===== config.mk =====
export PLATFORM = sky130hd
export DESIGN_NAME = drive_sequencer_flat
export DESIGN_NICKNAME = d
export VERILOG_FILES = /design/src/rtl/drive_sequencer_if.sv /design/src/rtl/drive_sequencer.sv /design/src/flat_wrapper.sv
export SDC_FILE = /design/constraint.sdc
export NUM_CORES = 1
export LEC_CHECK = 0
export BUFFER_PORTS_ARGS = -buffer_cell sky130_fd_sc_hd__buf_2
export CORE_MARGIN = 2
export CORE_UTILIZATION = 56
export DETAILED_ROUTE_END_ITERATION = 7
export PLACE_DENSITY_LB_ADDON = 0.2
export SKIP_CTS_REPAIR_TIMING = 1
export SLEW_MARGIN = 10
export SYNTH_ARGS = -nofsm -noshare
export SYNTH_HDL_FRONTEND = slang
export SYNTH_SLANG_ARGS = --single-unit

===== constraint.sdc =====
create_clock -name clk -period 3.5 [get_ports clk]
set_clock_uncertainty 0.15 [all_clocks]
set_input_delay 0 -clock clk [delete_from_list [all_inputs] [get_ports clk]]
set_output_delay 0 -clock clk [all_outputs]
set_load 0.01 [all_outputs]

===== src/rtl/drive_sequencer_if.sv =====
// Command/status bundle between the steering logic, the drive sequencer and the wheel pulse generators.
interface drive_sequencer_if;
   logic       enable;
   logic       cmd_fwd;
   logic       cmd_left;
   logic       cmd_right;
   logic       too_close;
   logic       fwd_l;
   logic       bwd_l;
   logic       fwd_r;
   logic       bwd_r;
   logic       busy;
   logic [2:0] state;

   modport master (
      output enable, cmd_fwd, cmd_left, cmd_right, too_close,
      input  fwd_l, bwd_l, fwd_r, bwd_r, busy, state
   );

   modport slave (
      input  enable, cmd_fwd, cmd_left, cmd_right, too_close,
      output fwd_l, bwd_l, fwd_r, bwd_r, busy, state
   );
endinterface


===== src/rtl/drive_sequencer.sv =====
// Drive-motor sequencer: arbitrates steering against the obstacle flag, runs the
// reverse/pivot avoidance manoeuvre and inserts dead-time after every nonzero wheel command.
//
//   state   | meaning
//   IDLE    | motors off, waiting for enable with a command or obstacle
//   DRIVE   | steering vector applied, re-arbitrated every cycle
//   DEAD    | all-zero dead-time; pend selects where it exits
//   BACKOFF | reverse both wheels for the back-off window
//   PIVOT   | spin right after back-off
module drive_sequencer #(
   parameter int DEADTIME_CYCLES = 50000,
   parameter int BACKOFF_CYCLES  = 600000,
   parameter int PIVOT_CYCLES    = 400000,
   parameter int CNT_W           = 32
) (
   input logic              clk,
   input logic              rst_n,
   drive_sequencer_if.slave bus
);

   typedef enum logic [2:0] {
      IDLE    = 3'd0,
      DRIVE   = 3'd1,
      DEAD    = 3'd2,
      BACKOFF = 3'd3,
      PIVOT   = 3'd4
   } stateT;

   typedef enum logic [1:0] {
      PEND_NONE  = 2'd0,
      PEND_AVOID = 2'd1,
      PEND_PIVOT = 2'd2
   } pendT;

   // Vector order {fwd_l, bwd_l, fwd_r, bwd_r}; left wheel is mirror-mounted.
   localparam logic [3:0] VEC_FWD   = 4'b0110;
   localparam logic [3:0] VEC_LEFT  = 4'b1010;
   localparam logic [3:0] VEC_RIGHT = 4'b0101;
   localparam logic [3:0] VEC_REV   = 4'b1001;
   localparam logic [3:0] VEC_PIVOT = 4'b0101;
   localparam logic [3:0] VEC_OFF   = 4'b0000;

   localparam logic [CNT_W-1:0] DEAD_LAST    = CNT_W'(DEADTIME_CYCLES - 1);
   localparam logic [CNT_W-1:0] BACKOFF_LAST = CNT_W'(BACKOFF_CYCLES - 1);
   localparam logic [CNT_W-1:0] PIVOT_LAST   = CNT_W'(PIVOT_CYCLES - 1);
   localparam logic [CNT_W-1:0] CNT_ONE      = CNT_W'(1);

   stateT            curState, nextState;
   pendT             pend, nextPend;
   logic [3:0]       vec, nextVec;
   logic [CNT_W-1:0] cnt, nextCnt;
   logic [3:0]       target;
   logic             anyCmd;

   always_comb begin
      target = VEC_OFF;
      if (bus.cmd_left)       target = VEC_LEFT;
      else if (bus.cmd_fwd)   target = VEC_FWD;
      else if (bus.cmd_right) target = VEC_RIGHT;
   end

   assign anyCmd = bus.cmd_fwd | bus.cmd_left | bus.cmd_right;

   always_ff @(posedge clk or negedge rst_n) begin
      if (!rst_n) begin
         curState <= IDLE;
         pend     <= PEND_NONE;
         vec      <= VEC_OFF;
         cnt      <= '0;
      end else begin
         curState <= nextState;
         pend     <= nextPend;
         vec      <= nextVec;
         cnt      <= nextCnt;
      end
   end

   always_comb begin
      nextState = curState;
      nextPend  = pend;
      nextVec   = vec;
      nextCnt   = cnt;
      if (!bus.enable) begin
         // Counter parks at zero so the full dead-time runs once enable returns.
         nextState = DEAD;
         nextPend  = PEND_NONE;
         nextVec   = VEC_OFF;
         nextCnt   = '0;
      end else begin
         case (curState)
            IDLE: begin
               if (bus.too_close) begin
                  nextState = BACKOFF;
                  nextVec   = VEC_REV;
                  nextCnt   = '0;
               end else if (anyCmd) begin
                  nextState = DRIVE;
                  nextVec   = target;
               end
            end
            DRIVE: begin
               if (bus.too_close || target != vec) begin
                  nextState = DEAD;
                  nextPend  = bus.too_close ? PEND_AVOID : PEND_NONE;
                  nextVec   = VEC_OFF;
                  nextCnt   = '0;
               end
            end
            DEAD: begin
               nextCnt = cnt + CNT_ONE;
               if (bus.too_close) nextPend = PEND_AVOID;
               if (cnt == DEAD_LAST) begin
                  nextCnt  = '0;
                  nextPend = PEND_NONE;
                  if (bus.too_close || pend == PEND_AVOID) begin
                     nextState = BACKOFF;
                     nextVec   = VEC_REV;
                  end else if (pend == PEND_PIVOT) begin
                     nextState = PIVOT;
                     nextVec   = VEC_PIVOT;
                  end else if (anyCmd) begin
                     nextState = DRIVE;
                     nextVec   = target;
                  end else begin
                     nextState = IDLE;
                  end
               end
            end
            BACKOFF: begin
               nextCnt = cnt + CNT_ONE;
               if (cnt == BACKOFF_LAST) begin
                  nextCnt = '0;
                  if (!bus.too_close) begin
                     nextState = DEAD;
                     nextPend  = PEND_PIVOT;
                     nextVec   = VEC_OFF;
                  end
               end
            end
            PIVOT: begin
               nextCnt = cnt + CNT_ONE;
               if (bus.too_close || cnt == PIVOT_LAST) begin
                  nextState = DEAD;
                  nextPend  = bus.too_close ? PEND_AVOID : PEND_NONE;
                  nextVec   = VEC_OFF;
                  nextCnt   = '0;
               end
            end
            default: begin
               nextState = IDLE;
               nextPend  = PEND_NONE;
               nextVec   = VEC_OFF;
               nextCnt   = '0;
            end
         endcase
      end
   end

   assign bus.fwd_l = vec[3];
   assign bus.bwd_l = vec[2];
   assign bus.fwd_r = vec[1];
   assign bus.bwd_r = vec[0];
   assign bus.state = curState;
   assign bus.busy  = (curState == BACKOFF) || (curState == PIVOT) || (pend != PEND_NONE);

endmodule


===== src/flat_wrapper.sv =====
// flat-port wrapper written by rule: the top's interface ports become plain ports
module drive_sequencer_flat 
#(
   parameter int DEADTIME_CYCLES = 50000,
   parameter int BACKOFF_CYCLES  = 600000,
   parameter int PIVOT_CYCLES    = 400000,
   parameter int CNT_W           = 32
)
  (clk, rst_n, bus_enable, bus_cmd_fwd, bus_cmd_left, bus_cmd_right, bus_too_close, bus_fwd_l, bus_bwd_l, bus_fwd_r, bus_bwd_r, bus_busy, bus_state);
  drive_sequencer_if bus_i ();
  input logic clk;
  input logic rst_n;
  input wire logic [$bits(bus_i.enable)-1:0] bus_enable;
  input wire logic [$bits(bus_i.cmd_fwd)-1:0] bus_cmd_fwd;
  input wire logic [$bits(bus_i.cmd_left)-1:0] bus_cmd_left;
  input wire logic [$bits(bus_i.cmd_right)-1:0] bus_cmd_right;
  input wire logic [$bits(bus_i.too_close)-1:0] bus_too_close;
  output wire logic [$bits(bus_i.fwd_l)-1:0] bus_fwd_l;
  output wire logic [$bits(bus_i.bwd_l)-1:0] bus_bwd_l;
  output wire logic [$bits(bus_i.fwd_r)-1:0] bus_fwd_r;
  output wire logic [$bits(bus_i.bwd_r)-1:0] bus_bwd_r;
  output wire logic [$bits(bus_i.busy)-1:0] bus_busy;
  output wire logic [$bits(bus_i.state)-1:0] bus_state;
  assign bus_i.enable = bus_enable;
  assign bus_i.cmd_fwd = bus_cmd_fwd;
  assign bus_i.cmd_left = bus_cmd_left;
  assign bus_i.cmd_right = bus_cmd_right;
  assign bus_i.too_close = bus_too_close;
  assign bus_fwd_l = bus_i.fwd_l;
  assign bus_bwd_l = bus_i.bwd_l;
  assign bus_fwd_r = bus_i.fwd_r;
  assign bus_bwd_r = bus_i.bwd_r;
  assign bus_busy = bus_i.busy;
  assign bus_state = bus_i.state;
  drive_sequencer #(.DEADTIME_CYCLES(DEADTIME_CYCLES), .BACKOFF_CYCLES(BACKOFF_CYCLES), .PIVOT_CYCLES(PIVOT_CYCLES), .CNT_W(CNT_W)) u_core (.clk(clk), .rst_n(rst_n), .bus(bus_i));
endmodule

== Word-level counts from Yosys, hierarchy flattened ==
Cells that the tools add are included.

* Add/sub/neg operators: 1
* Eq/ne operators: 19
* Muxes and demuxes: 42
* Bitwise gates (word level): 2
* Reductions and logical operators: 11

{| class="wikitable"
|+ Operator list
! kind !! number
|-
| two-way mux 32 bit || 6
|-
| one-hot mux 32 bit (5 select lines) || 1
|-
| two-way mux 4 bit || 12
|-
| two-way mux 3 bit || 11
|-
| adder 32 x 1 -> 32 bit (second input constant) || 1
|-
| == test 32 x 16 -> 1 bit (second input constant) || 1
|-
| == test 32 x 19 -> 1 bit (second input constant) || 1
|-
| == test 32 x 20 -> 1 bit (second input constant) || 1
|-
| one-hot mux 4 bit (5 select lines) || 1
|-
| one-hot mux 3 bit (5 select lines) || 1
|-
| two-way mux 2 bit || 7
|-
| inequality test 3 x 2 -> 1 bit (second input constant) || 4
|-
| AND reduction 6 bit || 2
|-
| one-hot mux 2 bit (5 select lines) || 1
|-
| inequality test 4 x 3 -> 1 bit (second input constant) || 2
|-
| == test 3 x 2 -> 1 bit (second input constant) || 2
|-
| inequality test 3 bit (second input constant) || 2
|-
| logical OR 1 bit || 5
|-
| AND reduction 5 bit || 1
|-
| inequality test 4 bit || 1
|-
| == test 3 x 1 -> 1 bit (second input constant) || 1
|-
| == test 3 bit (second input constant) || 1
|-
| logical NOT 3 bit || 1
|-
| == test 2 x 1 -> 1 bit (second input constant) || 1
|-
| other kinds (6) || 8
|}

* Register bits: 41
* Output and inout bits: 8
* Word-level logic and storage cells: 79

== Logic depth before layout (Yosys ltp) ==
Gate-level depths: netlist of run 1.

* Depth in word-level cells: 9
* Mapped depth: 9
* Gate-level depth less buffers: 7

== Least setup slack after synthesis of run 1 ==
Ideal clock, no wire load.

* Kind: reg-to-reg
* Start point: reg u_core.cnt[0]
* End point: reg u_core.cnt[28]
* Arrival time: 2215 ps
* Slack: 1009 ps
* Stages on the path, launching flop included: 9
* Buffers on the path: 1
* Clock period less this slack: 2491 ps
* Path through: dfrtp_1 -> ha_1 -> nand3_2 -> or3_1 -> buf_6 -> nor4_4 -> nand3_2 -> and3_1 -> a221o_1

* Word-level cells in the longest chain between the ends: 5
* Elaborated cells on any way between the ends: 10
* Those cells by class: add/sub: 1; eq/ne: 3; mux: 5; reduce/logical: 1

{| class="wikitable"
|+ Ends and longest elaborated chain
! element !! line !! source
|-
| from (decl) || drive_sequencer.sv:51 || <nowiki>logic [CNT_W-1:0] cnt, nextCnt;</nowiki>
|-
| from (signal assigned) || drive_sequencer.sv:74 || <nowiki>cnt <= nextCnt;</nowiki>
|-
| branches (longest 3 deep; another with adder 32 x 1 -> 32 bit) || n/a ||
|-
| one-hot mux 32 bit (5 select lines) * || drive_sequencer.sv:90 || <nowiki>case (curState)</nowiki>
|-
| two-way mux 32 bit * || drive_sequencer.sv:83 || <nowiki>if (!bus.enable) begin</nowiki>
|}

Every way passes the cells marked *.
A chain may end at the register's enable or synchronous reset.

== Worst setup path after layout of run 1 ==
* Start point: reg u_core.cnt[22]
* End point: reg u_core.pend[0]

* Word-level cells in the longest chain between the ends: 4
* Elaborated cells on any way between the ends: 11
* Those cells by class: eq/ne: 6; mux: 3; reduce/logical: 2

{| class="wikitable"
|+ Ends and longest elaborated chain
! element !! line !! source
|-
| == test 32 x 16 -> 1 bit / == test 32 x 19 -> 1 bit (equally long branches) || drive_sequencer.sv:112, drive_sequencer.sv:142 ||
|-
| two-way mux 2 bit / logical OR 1 bit (equally long branches) || drive_sequencer.sv:112, drive_sequencer.sv:142 ||
|-
| one-hot mux 2 bit (5 select lines) / inequality test 3 x 2 -> 1 bit (equally long branches) || n/a ||
|-
| two-way mux 2 bit / AND reduction 6 bit (equally long branches) || n/a ||
|-
| to (signal assigned) || drive_sequencer.sv:72 || <nowiki>pend <= nextPend;</nowiki>
|-
| to (decl) || drive_sequencer.sv:49 || <nowiki>pendT pend, nextPend;</nowiki>
|}

Parallel ways exist; a longest one is shown, timed or not.

==> impl_results.md, run 1 <==
* Grt ovf at 0
* Endpoints failing setup at 0
* Min-Delay Startpoint: bus_too_close
* Clock power share at 21.1%
* First-pass GRT wire length at 10100 um
* CP max FO at 5
* Slowest library cell on the worst path: nor4_1
* Comb power frac at 37.9%
* Max VDD drop at 0.237 mV
* Flop-to-flop setup slack at 310 ps
* Number of synthesized flops with an enable pin at 0
* Sequential share of power at 41.0%
* Clock root cell: clkbuf_8
* Fmax at 313 MHz
* R2R cell count at 7
* Largest net degree at the start of global routing at 43
* Total negative slack at 0 ps
* Die Footprint at 5310 um^2
* Worst-Skew Late Latency at 290 ps
* Power density cells at 520 nW/um^2
* Synth area leader: dfrtp_1
* Area taken by multi-input logic gates at 1510 um^2
* Height of the die at 72.9 um
* Async set-or-reset flop fraction in the synthesized netlist at 100%
* Initial antenna violation count at 0
* Cell Chain, Critical Path: nor4_1 > nand4_1 > o21ai_0 > o211a_1 > o221ai_1 > a32o_1 > dlygate4sd3_1
* RR Startpoint: u_core.cnt[22]
* Proportion of layout cells with a drive suffix above 1 at 13.0%
* Worst setup path class: register to register
* Sequential area share after synthesis at 38.6%
* Vias at 2389
* Average size of a mapped cell at 8.65 um^2
* CTS max path bufs at 2
* GRT Overall Usage at 24.4%
* Initial Util at 57.0%
* Pre-antenna DRT Iters at 4
* Mapped Area at 2660 um^2
* Vias per cell at 6.47
* Antenna viol nets, final at 0
* Number of cell rows at 25
* Die width at 72.9 um
* Largest family of logic cells by synthesized area: simple AND/OR/NAND/NOR gates
* Ant diodes at 0
* Routed wire length at 5960 um
* Hold/Removal Path Class: primary input to register
* Core footprint at 4660 um^2
* Status: complete, but fails checks
* #FFs+latches synth at 41
* Area growth syn-to-layout at 6.64%
* Io pins at 15
* Top Family by Delay on Critical Path: compound AO/OA/AOI/OAI gates
* Yosys Warn Count at 0
* Main synth FF type: dfrtp_1
* Worst Setup SP: u_core.cnt[22]
* DRC at 0
* Post-Synth XOR/XNOR Area at 2.31%
* Crit path buffers/inverters at 1
* Synth Area in Compound Gates at 22.6%
* Wire length per cell at 16.2 um
* Switching Power at 0.564 mW
* Synth top area cells: dfrtp_1, a21oi_1, nand2_1, a31oi_1, nand3_1
* Initial DRC count at 115
* Final Cycle Share at 91.3%
* Sw Ratio at 38.3%
* P_leak at 1.18 nW
* Failing checks: hold timing
* Simple-gate share of the synthesized area at 27.9%
* Mux cell area share after synthesis at 3.25%
* CTS tree: yes
* Startpoint types: register
* Hold violation count in the final report at 1
* Syn nets at 315
* Nets at 323
* WP data required at 3530 ps
* Commonest cells post-synth: dfrtp_1, a21oi_1, nand2_1
* Crit path time final at 3190 ps
* HPWL Detailed at 4140 um
* Port buffer count at 14
* Internal power at 0.909 mW
* Critical R2R Capture: u_core.pend[0]
* Crit end category: register
* Clock transition at path regs at 80 ps
* Fillcell total at 418
* Hold path depth at 3
* Post-synth cell types at 55
* Top cell type's share of synthesized area at 38.6%
* Hold Worst Slack at -9.42 ps
* Vias in the first global route at 2215
* Clock sink count at 41
* Slew Limit Fails at 0
* Max-cap violations at 0
* Htree depth at 2
* Post-Synth Adder-Cell Area at 0.471%
* RSZ-0062 raised after global routing: no
* Worst path max stage delay at 590 ps
* Slew headroom at 34.5%
* Final GP Congestion at 0.831
* Worst-case hold path end point: u_core.bus.state[1]
* Reg area at 1030 um^2
* Cells after synthesis at 307
* Count leader, synth: dfrtp_1
* Worst Path Arrival at 3220 ps
* Worst Tran Pin Value at 978 ps
* Number of clock buffers inserted by TritonCTS at 5
## placed cells by master, fill, tap and decap left out, types with 3 or more instances in the layout
master / synthesis / final
a21oi_1: 35 / 35
a22o_1: 6 / 6
a31oi_1: 17 / 17
a41oi_1: 3 / 3
and3_1: 8 / 8
and4b_1: 3 / 3
buf_2: 6 / 14
buf_4: 0 / 3
clkbuf_8: 0 / 6
dfrtp_1: 41 / 41
dlygate4sd3_1: 0 / 3
inv_1: 5 / 5
mux2_2: 5 / 5
mux2i_1: 3 / 3
nand2_1: 35 / 35
nand2b_1: 5 / 5
nand3_1: 16 / 16
nand4_1: 7 / 7
nor2_1: 18 / 18
nor3_1: 8 / 8
nor4_1: 7 / 7
o21ai_0: 14 / 14
o31ai_1: 5 / 5
or3b_2: 3 / 3
xnor2_1: 4 / 4
xor2_1: 3 / 3
## flip-flops by register name (all words and copies together) (netlist names)
signal,count
u_core.pend,2
u_core.vec,4
u_core.cnt,32
u_core.bus.state,3
## how the worst max path moves through the flow
stage	end	slack, ps	cells after the start
2_1_floorplan	u_core.cnt[28]	1010	8
3_3_place_gp	u_core.cnt[20]	530	7
3_5_place_dp	u_core.cnt[20]	500	7
4_1_cts	u_core.cnt[20]	470	7
5_1_grt	u_core.pend[0]	160	7
6_report	u_core.pend[0]	310	7
## logic make-up (layout without fill, tap and decap cells)
group                      Yosys count  after routing
and+or+nand+nor                    133            133
AOI/OAI and AO/OA                   93             93
DFF                                 41             41
buffers and inverters               24             32
muxes                                8              8
xor gates and xnor gates             7              7
adders and majority gates            1              1
## metrics by stage
step           std cells  power, mW  instance area (um^2)  utilization, %  setup slack [ps]
2_1_floorplan        307       1.03                  2660               -              1010
3_3_place_gp         359       1.15                  2720            58.3               527
3_5_place_dp         359       1.16                  2720            58.3               503
4_1_cts              366       1.47                  2800            60.1               468
5_1_grt              369       1.58                  2830            60.8               156
6_report             369       1.47                  2830            60.8               305
## worst min-delay path, cell delays in order
cell,delay (ps)
buf_2,180
o31ai_1,140
nand2_1,80
## area by class of cell
cell class	instances	share of cell area, %
Multi-Input combinational cell	242	53.3
Clock buffer	7	3.05
Timing Repair Buffer	20	4.33
Tap cell	54	2.39
Sequential cell	41	36.2
Inverter	5	0.663
## power groups by stage
stage                     Clock, mW  Combinational, mW  Sequential, mW
final                         0.311              0.558           0.604
after global routing          0.335              0.630           0.614
after detailed placement          0              0.543           0.613
after floorplan                   0              0.438           0.595
after CTS                     0.320              0.547           0.603
after global placement            0              0.537           0.609
## routing by layer
layer  global-route usage, %  routed length, um
met5                       0                  0
met1                    32.0               2700
met3                    3.18                309
met2                    41.3               2860
met4                    8.85                 90
Note: power is estimated with default switching activity, not from simulation.
==> inputs of run 2 (changes only) <==
--- a/config.mk
+++ b/config.mk
@@ -7,9 +7,9 @@
 export LEC_CHECK = 0
 export BUFFER_PORTS_ARGS = -buffer_cell sky130_fd_sc_hd__buf_2
 export CORE_MARGIN = 2
-export CORE_UTILIZATION = 56
+export CORE_UTILIZATION = 60
 export DETAILED_ROUTE_END_ITERATION = 7
-export PLACE_DENSITY_LB_ADDON = 0.2
+export PLACE_DENSITY = 0.86
 export SKIP_CTS_REPAIR_TIMING = 1
 export SLEW_MARGIN = 10
 export SYNTH_ARGS = -nofsm -noshare
==> run 2 against run 1 <==
  * The flow still finishes with violations (hold timing)
  * First-iteration DRC count rose by 52%
  * Combinational power fell by 4.1%
  * Global-route usage rose by 1.5 points
  * Highest routed layer unchanged
==> impl_results.md, run 2 (same netlist as run 1, synthesis figures left out) <==
* Clock sink count at 41 (unchanged)
* Commonest non-fill, non-tap cell in the layout: dfrtp_1
* Setup slack at placement at 534 ps (+31.3 ps)
* Area after DPL at 2710 um^2 (-0.37%)
* Die width at 70.5 um (-3.2%)
* Final Cycle Share at 92.8% (+1.5 points)
* Htree depth at 2 (unchanged)
* Proportion of layout cells with a drive suffix above 1 at 12.4% (-0.63 points)
* Worst path max stage delay at 610 ps (+20 ps)
* Max VDD drop at 0.279 mV (+18%)
* RSZ-0062 raised after global routing: no
* Ant diodes at 0 (unchanged)
* DRC at 0 (unchanged)
* Startpoint types: register
* Area growth syn-to-layout at 6.03%
* Slew Limit Fails at 0 (unchanged)
* Cell Chain, Critical Path: nor4_1 > nand4_1 > o21ai_0 > o211a_1 > o221ai_1 > a32o_1 > dlygate4sd3_1
* Hold violation count in the final report at 1 (unchanged)
* First-pass GRT wire length at 10400 um (+2.1%)
* Number of cell rows at 24 (-4.0%)
* Setup ws final at 253 ps (-52.3 ps)
* Vias at 2458 (+2.9%)
* Wire length per cell at 16.0 um (-1.1%)
* WP data required at 3530 ps (about the same)
* Max-cap violations at 0 (unchanged)
* Top Family by Delay on Critical Path: compound AO/OA/AOI/OAI gates
* Worst-Skew Late Latency at 290 ps (about the same)
* Total negative slack at 0 ps (unchanged)
* Nets at 322 (-0.31%)
* Crit path time final at 3250 ps (+52.3 ps)
* Routed wire length at 5860 um (-1.6%)
* Slew headroom at 38.9% (+4.4 points)
* GRT Overall Usage at 25.9% (+1.5 points)
* Initial antenna violation count at 0 (unchanged)
* Fillcell total at 358 (-14%)
* Initial DRC count at 175 (+52%)
* Worst setup path class: register to register
* Slowest library cell on the worst path: nor4_1
* Final GP Congestion at 0.868 (+4.4%)
* Io pins at 15 (unchanged)
* Failing checks: hold timing
* Pre-antenna DRT Iters at 5 (+1)
* Fmax at 308 MHz (-1.6%)
* Worst Tran Pin Value at 916 ps (-61.2 ps)
* Vias per cell at 6.70 (+3.4%)
* Crit path buffers/inverters at 1 (unchanged)
* Clock root cell: clkbuf_8
* Crit end category: register
* Worst Path Arrival at 3270 ps (+50 ps)
* Initial Util at 61.8% (+4.9 points)
* Largest net degree at the start of global routing at 42 (-2.3%)
* Hold/Removal Path Class: primary input to register
* Design area at 2820 um^2 (-0.57%)
* Die Footprint at 4970 um^2 (-6.3%)
* Port buffer count at 14 (unchanged)
* Hold Worst Slack at -1.91 ps (+7.51 ps)
* CTS max path bufs at 2 (unchanged)
* Clock transition at path regs at 70 ps (about the same)
* CP max FO at 5 (unchanged)
* Core footprint at 4290 um^2 (-7.9%)
* HPWL Detailed at 4070 um (-1.7%)
* Height of the die at 70.5 um (-3.2%)
* Vias in the first global route at 2255 (+1.8%)
* P_leak at 1.18 nW (-0.77%)
* Max reg flops at 32 (unchanged)
* Antenna viol nets, final at 0 (unchanged)
* Endpoints failing setup at 0 (unchanged)
* Grt ovf at 0 (unchanged)
* Power density cells at 513 nW/um^2 (-1.3%)
* Number of clock buffers inserted by TritonCTS at 5 (unchanged)
* Largest register by flop count: u_core.cnt
* Commonest cells after routing, fill and taps aside: dfrtp_1, nand2_1, a21oi_1
* Status: complete, but fails checks
* CTS tree: yes
run 2: worst paths after layout:
kind	from	end	slack [ps]	cells after the start
max	u_core.cnt[23]	u_core.pend[0]	250	7
min	bus_too_close	u_core.bus.state[1]	-2	3
max in group asynchronous	rst_n	u_core.vec[2]	2410	2
max reg2reg	u_core.cnt[23]	u_core.pend[0]	250	7
min in group asynchronous	rst_n	u_core.pend[0]	230	2
min reg2reg	u_core.cnt[26]	u_core.cnt[26]	370	1
run 2: per-layer routing:
metal / wire length, um / global-route usage (%) / share of wire [%]
met5: 0 / 0 / 0
met4: 91 / 8.55 / 1.6
met3: 319 / 5.19 / 5.4
met2: 2850 / 45.0 / 49
met1: 2600 / 32.3 / 44
run 2: where the power goes:
group	switching, mW	internal, mW	leakage [nW]
clock network	0.152	0.142	0.0395
registers	0.0890	0.527	0.559
logic	0.317	0.218	0.578
total	0.558	0.887	1.18
run 2: cell type report:
class,instances,area (um^2),area share (%)
Tap cell,52,65.1,2.31
Multi-Input combinational cell,242,1510,53.6
Clock buffer,8,80.1,2.84
Sequential cell,41,1030,36.4
Inverter,5,18.8,0.667
Timing Repair Buffer,19,115,4.09
run 2: metrics by stage:
stage | util, % | instances | hold slack (ps) | power (mW)
2_1_floorplan | - | 307 | -446 | 1.03
3_3_place_gp | 63.0 | 356 | 31.2 | 1.13
3_5_place_dp | 63.0 | 356 | 26.2 | 1.15
4_1_cts | 64.9 | 364 | -286 | 1.44
5_1_grt | 65.6 | 367 | 22.4 | 1.55
6_report | 65.6 | 367 | -1.91 | 1.44
run 2: worst min-delay path: stages:
cell and delay, ps:
buf_2 180, o31ai_1 140, nand2_1 80
==> inputs of run 3 (changes only) <==
--- a/config.mk
+++ b/config.mk
@@ -9,7 +9,7 @@
 export CORE_MARGIN = 2
 export CORE_UTILIZATION = 60
 export DETAILED_ROUTE_END_ITERATION = 7
-export PLACE_DENSITY = 0.86
+export PLACE_DENSITY = 0.9
 export SKIP_CTS_REPAIR_TIMING = 1
 export SLEW_MARGIN = 10
 export SYNTH_ARGS = -nofsm -noshare
==> run 3 against run 2 <==
  * The flow still finishes with violations (hold timing)
  * Total power increased by 0.47%
  * Maximum frequency is 1.2% lower
  * Utilization unchanged
  * Cell count is the same
  * Sequential share of layout area stayed put
  * Sequential power barely moved
  * Register-to-register slack worse by 40 ps
  * Largest power group unchanged
==> impl_results.md, run 3 (same netlist as run 1, synthesis figures left out) <==
* Ant diodes at 0 (unchanged)
* Worst Path Arrival at 3330 ps (+60 ps)
* RR Startpoint: u_core.cnt[22]
* Pre-antenna DRT Iters at 5 (unchanged)
* Max reg flops at 32 (unchanged)
* Slew headroom at 40.2% (+1.3 points)
* Vias per cell at 6.67 (-0.45%)
* First-pass GRT wire length at 10600 um (+1.9%)
* Clock sink count at 41 (unchanged)
* Crit path buffers/inverters at 1 (unchanged)
* Routed met1 length at 2570 um (-1.3%)
* Crit end category: register
* Port buffer count at 14 (unchanged)
* Die width at 70.5 um (unchanged)
* Hold violation count in the final report at 2 (+1)
* HPWL Detailed at 4230 um (+3.8%)
* P_leak at 1.18 nW (unchanged)
* Initial Util at 61.8% (unchanged)
* RSZ-0062 raised after global routing: no
* Worst path max stage delay at 590 ps (-20 ps)
* Die Footprint at 4970 um^2 (unchanged)
* Status: complete, but fails checks
* Core footprint at 4290 um^2 (unchanged)
* CP Capture Point: u_core.pend[0]
* Worst-Skew Late Latency at 300 ps (about the same)
* R2R cell count at 7 (unchanged)
* Comb power frac at 37.0% (about the same)
* Levels on crit path at 7 (unchanged)
* Commonest cells after routing, fill and taps aside: dfrtp_1, nand2_1, a21oi_1
* Total negative slack at 0 ps (unchanged)
* Slowest library cell on the worst path: nor4_1
* CP max FO at 5 (unchanged)
* Total power at 1.45 mW (+0.47%)
* DRC at 0 (unchanged)
* Fmax at 304 MHz (-1.2%)
* Initial DRC count at 215 (+23%)
* Vias in the first global route at 2404 (+6.6%)
* Commonest non-fill, non-tap cell in the layout: dfrtp_1
* GRT Overall Usage at 26.3% (+0.40 points)
* CTS max path bufs at 2 (unchanged)
* Height of the die at 70.5 um (unchanged)
* Clock root cell: clkbuf_8
* Routed wire length at 5990 um (+2.1%)
* Nets at 322 (unchanged)
* Worst Setup SP: u_core.cnt[22]
* Flop-to-flop setup slack at 210 ps (-40 ps)
* Cell Chain, Critical Path: nor4_1 > nand4_1 > o21ai_0 > o211a_1 > o221ai_1 > a32o_1 > dlygate4sd3_1
* Max VDD drop at 0.338 mV (+21%)
* Top Family by Delay on Critical Path: compound AO/OA/AOI/OAI gates
* Metal2 WL at 2920 um (+2.7%)
* Final Cycle Share at 93.9% (+1.2 points)
* Largest register by flop count: u_core.cnt
* CTS tree: yes
* Switching Power at 0.565 mW (+1.2%)
* Fin util at 65.6% (unchanged)
* Number of cell rows at 24 (unchanged)
* Hold Worst Slack at -12.1 ps (-10.2 ps)
* Sequential share of power at 42.5% (-0.2 points)
* Vias at 2447 (-0.45%)
* Internal power at 0.887 mW (about the same)
* Design area at 2820 um^2 (unchanged)
* Max-cap violations at 0 (unchanged)
* Crit path time final at 3290 ps (+41.0 ps)
* Initial antenna violation count at 0 (unchanged)
* Final GP Congestion at 0.862 (-0.70%)
* Area growth syn-to-layout at 6.03% (unchanged)
* Clock transition at path regs at 80 ps (about the same)
* Htree depth at 2 (unchanged)
* Hold/Removal Path Class: primary input to register
* Critical R2R Capture: u_core.pend[0]
* Area after DPL at 2710 um^2 (unchanged)
* Met3 wire length at 377 um (+18%)
* Power density cells at 516 nW/um^2 (+0.47%)
* Sw Ratio at 38.9% (+0.29 points)
* WP data required at 3540 ps (about the same)
* Worst setup path class: register to register
* Top sig layer: met4
* Largest net degree at the start of global routing at 42 (unchanged)
* Proportion of layout cells with a drive suffix above 1 at 12.4% (unchanged)
* Worst Tran Pin Value at 897 ps (-19.4 ps)
* Number of clock buffers inserted by TritonCTS at 5 (unchanged)
* Wire length per cell at 16.3 um (+2.1%)
* Startpoint types: register
* Endpoints failing setup at 0 (unchanged)
* Setup slack at placement at 537 ps (+2.41 ps)
* Antenna viol nets, final at 0 (unchanged)
* Grt ovf at 0 (unchanged)
* Setup ws final at 212 ps (-41.0 ps)
* Slew Limit Fails at 0 (unchanged)
* Clock power share at 20.5% (+0.2 points)
* Io pins at 15 (unchanged)
* Failing checks: hold timing
run 3: cell counts in the layout (fill, tap and decap cells not counted):
Identical to the previous run, type by type.
run 3: power groups by stage:
stage | Sequential [mW] | Clock (mW) | Combinational, mW
after detailed placement | 0.625 | 0 | 0.522
after CTS | 0.616 | 0.304 | 0.528
final | 0.617 | 0.298 | 0.537
after global placement | 0.617 | 0 | 0.509
after floorplan | 0.595 | 0 | 0.438
after global routing | 0.628 | 0.324 | 0.600
run 3: per-stage QoR:
stage               std cells  hold WS, ps
floorplan                 307         -446
global placement          356         25.1
detailed placement        356         37.4
CTS                       364         -290
global route              367        0.941
finish                    367        -12.1
run 3: final cells by class:
class	count	area, um^2
fillers	355	1480
well taps	52	65.1
repair buffers	19	115
flip-flops and latches	41	1030
clock buffers	8	80.1
inverters	5	18.8
multi-input cells	242	1510
run 3: how the worst min path moves through the flow:
stage	startpoint	to	slack, ps	depth (start not counted)
global placement	rst_n	u_core.vec[2]	30	1
detailed placement	rst_n	u_core.vec[0]	40	1
floorplan	rst_n	u_core.bus.state[0]	-450	0
CTS	rst_n	u_core.vec[2]	-290	1
global route	bus_too_close	u_core.bus.state[1]	0.9	3
finish	bus_too_close	u_core.bus.state[1]	-10	3
run 3: tightest hold or removal path: cells and delay by family:
family | cells | cell delay, ps
buffers and inverters | 1 | 170
AOI/OAI and AO/OA | 1 | 150
and+or+nand+nor | 1 | 80
run 3: metal layers:
metal	GRT usage (%)	vias up
met5	0	-
met4	11.8	0
met3	5.63	12
met2	44.2	98
met1	32.5	1169
li1	-	1168
